===== config.mk =====
export PLATFORM = sky130hd
export DESIGN_NAME = img_conv_host_ctrl_flat
export DESIGN_NICKNAME = d
export VERILOG_FILES = /design/src/rtl/img_conv_pkg.sv /design/src/rtl/img_conv_host_ctrl_if.sv /design/src/rtl/img_conv_host_ctrl.sv /design/src/flat_wrapper.sv
export SDC_FILE = /design/constraint.sdc
export NUM_CORES = 1
export LEC_CHECK = 0
export ABC_AREA = 1
export BUFFER_PORTS_ARGS = -buffer_cell sky130_fd_sc_hd__buf_4
export CORE_MARGIN = 2
export CORE_UTILIZATION = 43
export DETAILED_ROUTE_END_ITERATION = 10
export GPL_ROUTABILITY_DRIVEN = 1
export PLACE_DENSITY = 0.72
export SYNTH_ARGS = -nofsm -noshare
export SYNTH_HDL_FRONTEND = slang
export SYNTH_SLANG_ARGS = --single-unit

===== constraint.sdc =====
create_clock -name clk -period 4.86 [get_ports clk]
set_clock_uncertainty 0.05 [all_clocks]
set_input_delay 0.486 -clock clk [delete_from_list [all_inputs] [get_ports clk]]
set_output_delay 0.486 -clock clk [all_outputs]
set_load 0.1 [all_outputs]

===== src/rtl/img_conv_pkg.sv =====
// Shared opcode encoding for the image-convolution SoC command port.
package img_conv_pkg;

  // 4-bit field leaves room for opcodes this block does not know about.
  typedef enum logic [3:0] {
    OP_NOP       = 4'h0,
    OP_SET_NROWS = 4'h1,
    OP_SET_NCOLS = 4'h2,
    OP_GET_NROWS = 4'h3,
    OP_GET_NCOLS = 4'h4,
    OP_IMG_RX    = 4'h5,
    OP_IMG_TX    = 4'h6,
    OP_CONV      = 4'h7
  } opcode_t;

endpackage


===== src/rtl/img_conv_host_ctrl_if.sv =====
// Bundle of host command, pixel stream and SoC-side signals for img_conv_host_ctrl.
// master: the controller's view; slave: the surrounding bridge/SoC view.
interface img_conv_host_ctrl_if ();
  import img_conv_pkg::*;

  // Host command / response
  logic       cmd_valid;
  logic       cmd_ready;
  opcode_t    cmd_op;
  logic [7:0] cmd_arg;
  logic       rsp_valid;
  logic [7:0] rsp_data;
  logic       err;

  // Upload (into SoC) and download (out of SoC) pixel streams
  logic [7:0] s_data;
  logic       s_valid;
  logic       s_ready;
  logic [7:0] m_data;
  logic       m_valid;

  // SoC command port
  opcode_t    soc_op;
  logic       soc_en;
  logic [7:0] soc_din;
  logic [7:0] soc_dout;
  logic       soc_busy;

  modport master (
    input  cmd_valid, cmd_op, cmd_arg, s_data, s_valid, soc_dout, soc_busy,
    output cmd_ready, rsp_valid, rsp_data, err, s_ready, m_data, m_valid,
           soc_op, soc_en, soc_din
  );

  modport slave (
    output cmd_valid, cmd_op, cmd_arg, s_data, s_valid, soc_dout, soc_busy,
    input  cmd_ready, rsp_valid, rsp_data, err, s_ready, m_data, m_valid,
           soc_op, soc_en, soc_din
  );

endinterface


===== src/rtl/img_conv_host_ctrl.sv =====
// Host-side initiator for the image-convolution SoC: issues one en pulse per command,
// streams pixels in/out around SoC busy, and returns GET results. All outputs registered.
module img_conv_host_ctrl
  import img_conv_pkg::*;
#(
  parameter int unsigned CONV_WAIT    = 4096,
  parameter int unsigned BUSY_TIMEOUT = 4
) (
  input logic                  clk,
  input logic                  rst,
  img_conv_host_ctrl_if.master bus
);

  localparam logic [15:0] ConvLast = 16'(CONV_WAIT - 1);
  localparam logic [15:0] BusyLast = 16'(BUSY_TIMEOUT - 1);

  typedef enum logic [3:0] {
    StIdle,
    StIssue,
    StGetWait,
    StRxWait,
    StTxWait,
    StRxStream,
    StTxStream,
    StRxDrain,
    StTxDrain,
    StConvWait,
    StDone
  } state_t;

  state_t      state_q, state_d;
  opcode_t     op_q, op_d;
  logic [7:0]  arg_q, arg_d;
  logic [7:0]  nrows_q, nrows_d;
  logic [7:0]  ncols_q, ncols_d;
  logic [15:0] pix_cnt_q, pix_cnt_d;
  logic [15:0] wait_cnt_q, wait_cnt_d;

  logic        cmd_ready_q, cmd_ready_d;
  logic        rsp_valid_q, rsp_valid_d;
  logic [7:0]  rsp_data_q, rsp_data_d;
  logic        err_q, err_d;
  logic        s_ready_q, s_ready_d;
  logic [7:0]  m_data_q, m_data_d;
  logic        m_valid_q, m_valid_d;
  opcode_t     soc_op_q, soc_op_d;
  logic        soc_en_q, soc_en_d;
  logic [7:0]  soc_din_q, soc_din_d;

  logic [7:0]  rows_eff, cols_eff;
  logic [15:0] npix;

  // Pixel count with zero dimensions treated as one.
  always_comb begin
    rows_eff = (nrows_q == 8'd0) ? 8'd1 : nrows_q;
    cols_eff = (ncols_q == 8'd0) ? 8'd1 : ncols_q;
    npix     = {8'd0, rows_eff} * {8'd0, cols_eff};
  end

  // Next state plus registered-output values; outputs keyed to the state being entered.
  always_comb begin
    state_d     = state_q;
    op_d        = op_q;
    arg_d       = arg_q;
    nrows_d     = nrows_q;
    ncols_d     = ncols_q;
    pix_cnt_d   = pix_cnt_q;
    wait_cnt_d  = wait_cnt_q;
    rsp_data_d  = rsp_data_q;
    err_d       = err_q;
    soc_din_d   = 8'd0;
    m_data_d    = 8'd0;
    m_valid_d   = 1'b0;

    case (state_q)
      StIdle: begin
        // cmd_ready_q is low for the one cycle after reset, so nothing is taken then.
        if (cmd_ready_q && bus.cmd_valid) begin
          op_d    = bus.cmd_op;
          arg_d   = bus.cmd_arg;
          state_d = StIssue;
        end
      end
      StIssue: begin
        wait_cnt_d = 16'd0;
        case (op_q)
          OP_GET_NROWS, OP_GET_NCOLS: state_d = StGetWait;
          OP_SET_NROWS: begin
            nrows_d = arg_q;
            state_d = StDone;
          end
          OP_SET_NCOLS: begin
            ncols_d = arg_q;
            state_d = StDone;
          end
          OP_IMG_RX: state_d = StRxWait;
          OP_IMG_TX: state_d = StTxWait;
          OP_CONV:   state_d = StConvWait;
          default:   state_d = StDone;
        endcase
      end
      StGetWait: begin
        // SoC registered dout on the issue edge.
        rsp_data_d = bus.soc_dout;
        state_d    = StDone;
      end
      StRxWait, StTxWait: begin
        if (bus.soc_busy) begin
          pix_cnt_d = npix;
          state_d   = (state_q == StRxWait) ? StRxStream : StTxStream;
        end else if (wait_cnt_q == BusyLast) begin
          err_d   = 1'b1;
          state_d = StDone;
        end else begin
          wait_cnt_d = wait_cnt_q + 16'd1;
        end
      end
      StRxStream: begin
        // The SoC cannot stall: a missing byte is sent as zero and flagged.
        soc_din_d = bus.s_valid ? bus.s_data : 8'd0;
        if (!bus.s_valid) begin
          err_d = 1'b1;
        end
        pix_cnt_d = pix_cnt_q - 16'd1;
        if (pix_cnt_q == 16'd1) begin
          state_d = StRxDrain;
        end
      end
      StTxStream: begin
        m_valid_d = 1'b1;
        m_data_d  = bus.soc_dout;
        pix_cnt_d = pix_cnt_q - 16'd1;
        if (pix_cnt_q == 16'd1) begin
          state_d = StTxDrain;
        end
      end
      StRxDrain, StTxDrain: begin
        if (!bus.soc_busy) begin
          state_d = StDone;
        end
      end
      StConvWait: begin
        // SoC gives no busy during convolution; hold off for a fixed time.
        if (wait_cnt_q == ConvLast) begin
          state_d = StDone;
        end else begin
          wait_cnt_d = wait_cnt_q + 16'd1;
        end
      end
      StDone:  state_d = StIdle;
      default: state_d = StIdle;
    endcase

    cmd_ready_d = (state_d == StIdle);
    rsp_valid_d = (state_d == StDone);
    s_ready_d   = (state_d == StRxStream);
    soc_en_d    = (state_d == StIssue);
    soc_op_d    = soc_en_d ? op_d : OP_NOP;
    if (soc_en_d) begin
      soc_din_d = arg_d;
    end
  end

  // State and output registers with synchronous reset.
  always_ff @(posedge clk) begin
    if (rst) begin
      state_q     <= StIdle;
      op_q        <= OP_NOP;
      arg_q       <= 8'd0;
      nrows_q     <= 8'd8;
      ncols_q     <= 8'd8;
      pix_cnt_q   <= 16'd0;
      wait_cnt_q  <= 16'd0;
      cmd_ready_q <= 1'b0;
      rsp_valid_q <= 1'b0;
      rsp_data_q  <= 8'd0;
      err_q       <= 1'b0;
      s_ready_q   <= 1'b0;
      m_data_q    <= 8'd0;
      m_valid_q   <= 1'b0;
      soc_op_q    <= OP_NOP;
      soc_en_q    <= 1'b0;
      soc_din_q   <= 8'd0;
    end else begin
      state_q     <= state_d;
      op_q        <= op_d;
      arg_q       <= arg_d;
      nrows_q     <= nrows_d;
      ncols_q     <= ncols_d;
      pix_cnt_q   <= pix_cnt_d;
      wait_cnt_q  <= wait_cnt_d;
      cmd_ready_q <= cmd_ready_d;
      rsp_valid_q <= rsp_valid_d;
      rsp_data_q  <= rsp_data_d;
      err_q       <= err_d;
      s_ready_q   <= s_ready_d;
      m_data_q    <= m_data_d;
      m_valid_q   <= m_valid_d;
      soc_op_q    <= soc_op_d;
      soc_en_q    <= soc_en_d;
      soc_din_q   <= soc_din_d;
    end
  end

  assign bus.cmd_ready = cmd_ready_q;
  assign bus.rsp_valid = rsp_valid_q;
  assign bus.rsp_data  = rsp_data_q;
  assign bus.err       = err_q;
  assign bus.s_ready   = s_ready_q;
  assign bus.m_data    = m_data_q;
  assign bus.m_valid   = m_valid_q;
  assign bus.soc_op    = soc_op_q;
  assign bus.soc_en    = soc_en_q;
  assign bus.soc_din   = soc_din_q;

endmodule

===== src/flat_wrapper.sv =====
// flat-port wrapper written by rule: the top's interface ports become plain ports
module img_conv_host_ctrl_flat import img_conv_pkg::*;
#(
  parameter int unsigned CONV_WAIT    = 4096,
  parameter int unsigned BUSY_TIMEOUT = 4
)
  (clk, rst, bus_cmd_valid, bus_cmd_op, bus_cmd_arg, bus_s_data, bus_s_valid, bus_soc_dout, bus_soc_busy, bus_cmd_ready, bus_rsp_valid, bus_rsp_data, bus_err, bus_s_ready, bus_m_data, bus_m_valid, bus_soc_op, bus_soc_en, bus_soc_din);
  img_conv_host_ctrl_if bus_i ();
  input logic clk;
  input logic rst;
  input wire logic [$bits(bus_i.cmd_valid)-1:0] bus_cmd_valid;
  input wire logic [$bits(bus_i.cmd_op)-1:0] bus_cmd_op;
  input wire logic [$bits(bus_i.cmd_arg)-1:0] bus_cmd_arg;
  input wire logic [$bits(bus_i.s_data)-1:0] bus_s_data;
  input wire logic [$bits(bus_i.s_valid)-1:0] bus_s_valid;
  input wire logic [$bits(bus_i.soc_dout)-1:0] bus_soc_dout;
  input wire logic [$bits(bus_i.soc_busy)-1:0] bus_soc_busy;
  output wire logic [$bits(bus_i.cmd_ready)-1:0] bus_cmd_ready;
  output wire logic [$bits(bus_i.rsp_valid)-1:0] bus_rsp_valid;
  output wire logic [$bits(bus_i.rsp_data)-1:0] bus_rsp_data;
  output wire logic [$bits(bus_i.err)-1:0] bus_err;
  output wire logic [$bits(bus_i.s_ready)-1:0] bus_s_ready;
  output wire logic [$bits(bus_i.m_data)-1:0] bus_m_data;
  output wire logic [$bits(bus_i.m_valid)-1:0] bus_m_valid;
  output wire logic [$bits(bus_i.soc_op)-1:0] bus_soc_op;
  output wire logic [$bits(bus_i.soc_en)-1:0] bus_soc_en;
  output wire logic [$bits(bus_i.soc_din)-1:0] bus_soc_din;
  assign bus_i.cmd_valid = bus_cmd_valid;
  assign bus_i.cmd_op = bus_cmd_op;
  assign bus_i.cmd_arg = bus_cmd_arg;
  assign bus_i.s_data = bus_s_data;
  assign bus_i.s_valid = bus_s_valid;
  assign bus_i.soc_dout = bus_soc_dout;
  assign bus_i.soc_busy = bus_soc_busy;
  assign bus_cmd_ready = bus_i.cmd_ready;
  assign bus_rsp_valid = bus_i.rsp_valid;
  assign bus_rsp_data = bus_i.rsp_data;
  assign bus_err = bus_i.err;
  assign bus_s_ready = bus_i.s_ready;
  assign bus_m_data = bus_i.m_data;
  assign bus_m_valid = bus_i.m_valid;
  assign bus_soc_op = bus_i.soc_op;
  assign bus_soc_en = bus_i.soc_en;
  assign bus_soc_din = bus_i.soc_din;
  img_conv_host_ctrl #(.CONV_WAIT(CONV_WAIT), .BUSY_TIMEOUT(BUSY_TIMEOUT)) u_core (.clk(clk), .rst(rst), .bus(bus_i));
endmodule

Word level (Yosys, flattened, before mapping)
Index checks and enable logic that the tools add are counted.

Register bits: 98. Bits of input ports: 33. Output and inout bits: 34. Logic and storage cells: 99.

Add/sub/neg operators: 2. $mul: 1. Eq/ne operators: 28. Muxes and demuxes: 30. Bitwise operators: 2. Reduce and logical (&&, ||, !) cells: 19.

Operators with widths (number): 2-to-1 mux 16 bit (4); 2-to-1 mux 8 bit (7); case mux 16 bit (3 select lines) (1); == test 4 x 3 -> 1 bit, second input constant (9); 2-to-1 mux 4 bit (9); case mux 16 bit (2 select lines) (1); case mux 4 bit (8 select lines) (1); adder 16 x 1 -> 16 bit, second input constant (1); == test 16 x 1 -> 1 bit, second input constant (1); == test 16 x 12 -> 1 bit, second input constant (1); == test 16 x 2 -> 1 bit, second input constant (1); == test 4 x 2 -> 1 bit, second input constant (4); logical NOT 8 bit (2); multiplier 8 x 8 -> 16 bit (1); case mux 4 bit (4 select lines) (1); subtractor 16 x 1 -> 16 bit, second input constant (1); == test 4 x 1 -> 1 bit, second input constant (3); == test 4 bit, second input constant (3); OR reduction 2 bit (6); != test 2 bit, second input constant (5); logical NOT 4 bit (2); AND reduction 4 bit (2); AND reduction 2 bit (3); 2-to-1 mux 1 bit (4); 7 further kinds (9).

Depth between registers and ports, before layout
Word-level depth: 7. Mapped depth: 27. Depth with buffers taken out: 26.

Least setup slack after synthesis
No wires, ideal clock.

Kind: register to register. Start point: reg u_core.nrows_q[3]. End point: reg u_core.pix_cnt_q[8]. Setup time: 70 ps. Arrival: 4224 ps. Data required time: 4740 ps. Setup slack: 516 ps. Cell stages (with the launch flop): 23. Buffers on the path: 1. Period minus slack after synthesis: 4344 ps. Cell sequence: dfxtp_1 clkbuf_1 inv_1 nand4_1 nor2_1 or2_2 nand2_1 fa_1 fa_1 inv_1 fa_1 inv_1 fa_1 inv_1 ha_1 nand2_1 nand2_1 o21bai_1 a21oi_1 nor2_1 nor2_1 nand2_1 a21oi_1.

Longest elaborated chain between the ends: 5.

Ends and longest elaborated chain: start: declaration (RTL line img_conv_host_ctrl.sv:34) `logic [7:0] nrows_q, nrows_d;`; start signal: assignment (RTL line img_conv_host_ctrl.sv:188) `nrows_q <= nrows_d;`; logical NOT 8 bit (RTL line img_conv_host_ctrl.sv:55) `rows_eff = (nrows_q == 8'd0) ? 8'd1 : nrows_q;`; 2-to-1 mux 8 bit (*) (RTL line img_conv_host_ctrl.sv:55); multiplier 8 x 8 -> 16 bit (*) (RTL line img_conv_host_ctrl.sv:57) `npix = {8'd0, rows_eff} * {8'd0, cols_eff};`; 2-to-1 mux 16 bit (*) (RTL line img_conv_host_ctrl.sv:108) `if (bus.soc_busy) begin`; case mux 16 bit (2 select lines) (*) (RTL line img_conv_host_ctrl.sv:75) `case (state_q)`; end signal: assignment (RTL line img_conv_host_ctrl.sv:190) `pix_cnt_q <= pix_cnt_d;`; end: declaration (RTL line img_conv_host_ctrl.sv:36) `logic [15:0] pix_cnt_q, pix_cnt_d;`.

Every way passes the cells marked *; elsewhere a longest branch is shown, timed or not. The select of a mux whose other input is x is not followed. A chain may end at the register's enable or synchronous reset.

Final worst setup path
Start point: reg u_core.nrows_q[2]. End point: reg u_core.pix_cnt_q[14].

Same word-level chain as after synthesis.

==> metrics.md <==
| Metric | Value |
|---|---|
| Hold_ws | 0.310 ns |
| MaxCap Viol Count | 0 |
| Antenna violations before repair | 0 |
| Die Width | 133 um |
| Main combinational cell family by area after synthesis | simple AND/OR/NAND/NOR gates |
| Clock root buffer | clkbuf_16 |
| Gate Count Post-Synth | 1062 |
| Yosys warning count | 0 |
| Antenna-violating nets left | 0 |
| Clock power share | 0.308 |
| Number of port buffers | 66 |
| Diode count | 0 |
| Die area | around 18000 um2 |
| Worst-Margin Slew | 0.978 ns |
| GR Overflow Total | 0 |
| TritonRoute pass-1 iters | 5 |
| Power Density | 321 nW/um2 |
| Slew headroom | 0.347 |
| Vias/cell | approximately 4.9 |
| Outcome | finished, final reports clean |
| Max frequency | 0.220 GHz |
| Final wirelength | 16.9 mm |
| Setup CP Type | reg -> reg |
| DR top layer | met4 |
| Syn Nets | 1170 |
| Clk buf depth | 2 |
| Cell internal pwr | 0.00158 W |
| Sequential power share | 0.364 |
| Critical path startpoint category | flip-flop |
| Seq/Total Area, Yosys | 0.273 |
| Synth Area in Compound Gates | 0.109 |
| Via Count | approximately 6600 |
| Comb pwr share | 0.328 |
| Fillers | 1694 |
| Area of the core | 16500 um2 |
| Max IR drop VDD | between 300 and 400 uV |
| Crit. End Element | flip-flop |
| H-tree depth | 3 |
| Worst path required time | approximately 5.0 ns |
| Synth Area in Simple Gates | 0.292 |
| Mapped Area | between 7000 and 8000 um2 |
| PostCTS Resize Cnt | 0 |
| First-pass GRT wire length | 29.3 mm |
| Yosys top cell by area | dfxtp_1 |
| Hpwl dp | approximately 13 mm |
| Final setup fails | 0 |
| Largest cells by area after synthesis | dfxtp_1 (27%), nand2_1 (12%), inv_1 (11%), fa_1 (10%), ha_1 (6.8%) |
| Post-Synth XOR/XNOR Area | 0.0183 |
| Flops & latches, synth | 98 |
| Worst slack at placement | 0.336 ns |
| Starting Density | 0.437 |
| All-Layer GR Usage | 0.199 |
| Routed wl met3 | 998 um |
| Largest net degree at the start of global routing | 47 |
| # clock sinks | 98 |
| Worst endpoint data arrival time | 4.70 ns |
| Final Max Tran Viols | 0 |
| Leak pwr | 4.30 nW |
| Metal2 WL | between 7 and 8 mm |
| Syn_area_per_cell | 6.77 um2 |
| Worst skew pair latency | between 0.3 and 0.4 ns |
| Final min period | 4.54 ns |
| DIE HEIGHT | 133 um |
| Switching Fraction | 0.395 |
| Largest fanout on the critical path | 8 |
| Final core utilization | 0.495 |
| CTS tree | done |
| Post-synthesis adder-cell area fraction | 0.168 |
| Mux cell area share after synthesis | 0.00139 |
| DRC | 0 |
| M1 WL | 7.73 mm |
| Row count | between 40 and 50 |
| Sum Neg Setup Slack | 0 ns |
| Initial DRC Count | 400 |
| Layout cells sized above 1 | 0.124 |
| Synth unique cells | 40 |
| # IOs | 67 |
| Gp weighted congestion | 0.915 |
| Clock-pin slew on the worst setup and hold paths | 0.07 ns |
| Post-CTS Hold Buffers | 0 |
| Hold/Removal Path Class | in -> reg |
| Routed len/inst | 12.7 um |
| Layout Nets | 1216 |
| Number of global-route vias before repair | 6325 |
| Setup WS post-layout | 0.323 ns |
| NetSw | around 0.0010 W |
| Post-CTS Repair Setup Buffers | 0 |
| Tcrit/Tclk final | 0.933 |
| Top cell type's share of synthesized area | 0.273 |
| Hold Fails Final Rpt | 0 |
| RSZ-0062 raised after global routing | false |
| Num CTS Buffers | 9 |
| Area Overhead vs Synth | 13.4% |
==> state kept, by name, indices dropped and copies added, names as in the netlist, 8 cells and up <==
register             cells
u_core.ncols_q           8
u_core.bus.soc_din       8
u_core.nrows_q           8
u_core.bus.rsp_data      8
u_core.wait_cnt_q       16
u_core.bus.m_data        8
u_core.pix_cnt_q        16
u_core.arg_q             8
==> placed cells by master (no fill, tap or decap), drive strengths merged, types with 9 or more instances in the layout <==
cell	count
fa	36
xor2	9
buf	70
nand3	66
inv	216
o21ai	53
dfxtp	98
a21oi	60
nor2	134
nand2	250
ha	39
clkbuf	10
nand4	16
==> logic make-up after synthesis <==
kind of cell | after synthesis
flip-flops | 98
AND/OR/NAND/NOR | 486
XOR/XNOR | 15
buffers and inverters | 249
adder cells (fa/ha/maj) | 75
multiplexers | 1
AO/OA/AOI/OAI | 138
==> worst paths after layout <==
| path | start | end | slack [ns] | depth (start not counted) |
|---|---|---|---|---|
| min | bus_soc_dout[2] | u_core.bus.m_data[2]$_SDFF_PP0_ | 0.31 | 3 |
| max reg2reg | u_core.nrows_q[2]$_SDFFE_PP0P_ | u_core.pix_cnt_q[14]$_SDFFE_PP0P_ | 0.32 | 21 |
| max | u_core.nrows_q[2]$_SDFFE_PP0P_ | u_core.pix_cnt_q[14]$_SDFFE_PP0P_ | 0.32 | 21 |
| min reg2reg | u_core.arg_q[4]$_SDFF_PP0_ | u_core.ncols_q[4]$_SDFFE_PP0P_ | 0.41 | 2 |
==> cell usage after synthesis, drive strengths merged <==
master  number
nand2      250
inv        214
nor2       134
dfxtp       98
nand3       66
a21oi       60
o21ai       53
ha          39
fa          36
clkbuf      23
nand4       16
buf         12
xor2         9
nor3         8
o22ai        8
a211oi       6
nor4         6
xnor2        6
o211ai       5
a31oi        3
nand3b       2
nor3b        2
or2          2
a21o         1
mux2i        1
o21a         1
o21bai       1
==> per-layer routing <==
| layer | track usage | vias up |
|---|---|---|
| met5 | 0 | - |
| met4 | 0.0621 | 0 |
| met3 | 0.0430 | 26 |
| met2 | 0.328 | 173 |
| met1 | 0.262 | 2980 |
| li1 | - | 3395 |
==> power by group through the flow <==
stage          Clock, W  Sequential [W]  Combinational [W]
2_1_floorplan         0         0.00120           0.000454
3_5_place_dp          0        0.000968           0.000854
4_1_cts        0.000826        0.000951           0.000858
3_3_place_gp          0        0.000966           0.000852
5_1_grt        0.000851        0.000961           0.000953
6_report       0.000804        0.000952           0.000857
==> layout make-up <==
cell class              count  area (um2)  area share
multi-input cells         715        4240       0.520
flip-flops and latches     98        1970       0.241
inverters                 214         808      0.0992
repair buffers             70         526      0.0645
well taps                 220         275      0.0338
clock buffers              10         239      0.0293
clock inverters             6        97.6      0.0120
==> through the flow <==
stage	std cells	total power (W)	area (um2)
6_report	1333	0.00261	8150
4_1_cts	1333	0.00263	8140
2_1_floorplan	1062	0.00166	7190
3_3_place_gp	1317	0.00182	7810
5_1_grt	1333	0.00276	8150
3_5_place_dp	1317	0.00182	7810
==> worst max-delay path: stages (launching register included) <==
cell	delay [ns]
dfxtp_1	0.46
inv_1	0.11
nand4_1	0.10
nor2_1	0.04
or2_2	0.30
inv_1	0.16
nor2_1	0.08
fa_1	0.46
fa_1	0.49
ha_1	0.29
inv_1	0.06
fa_1	0.52
inv_1	0.04
ha_1	0.37
a21oi_1	0.26
nand2_1	0.14
nand3_1	0.12
nand3_1	0.08
nand2_1	0.07
nand3_1	0.07
nand2_1	0.07
a21oi_1	0.05
No activity file was read; power rests on OpenSTA's default activity.
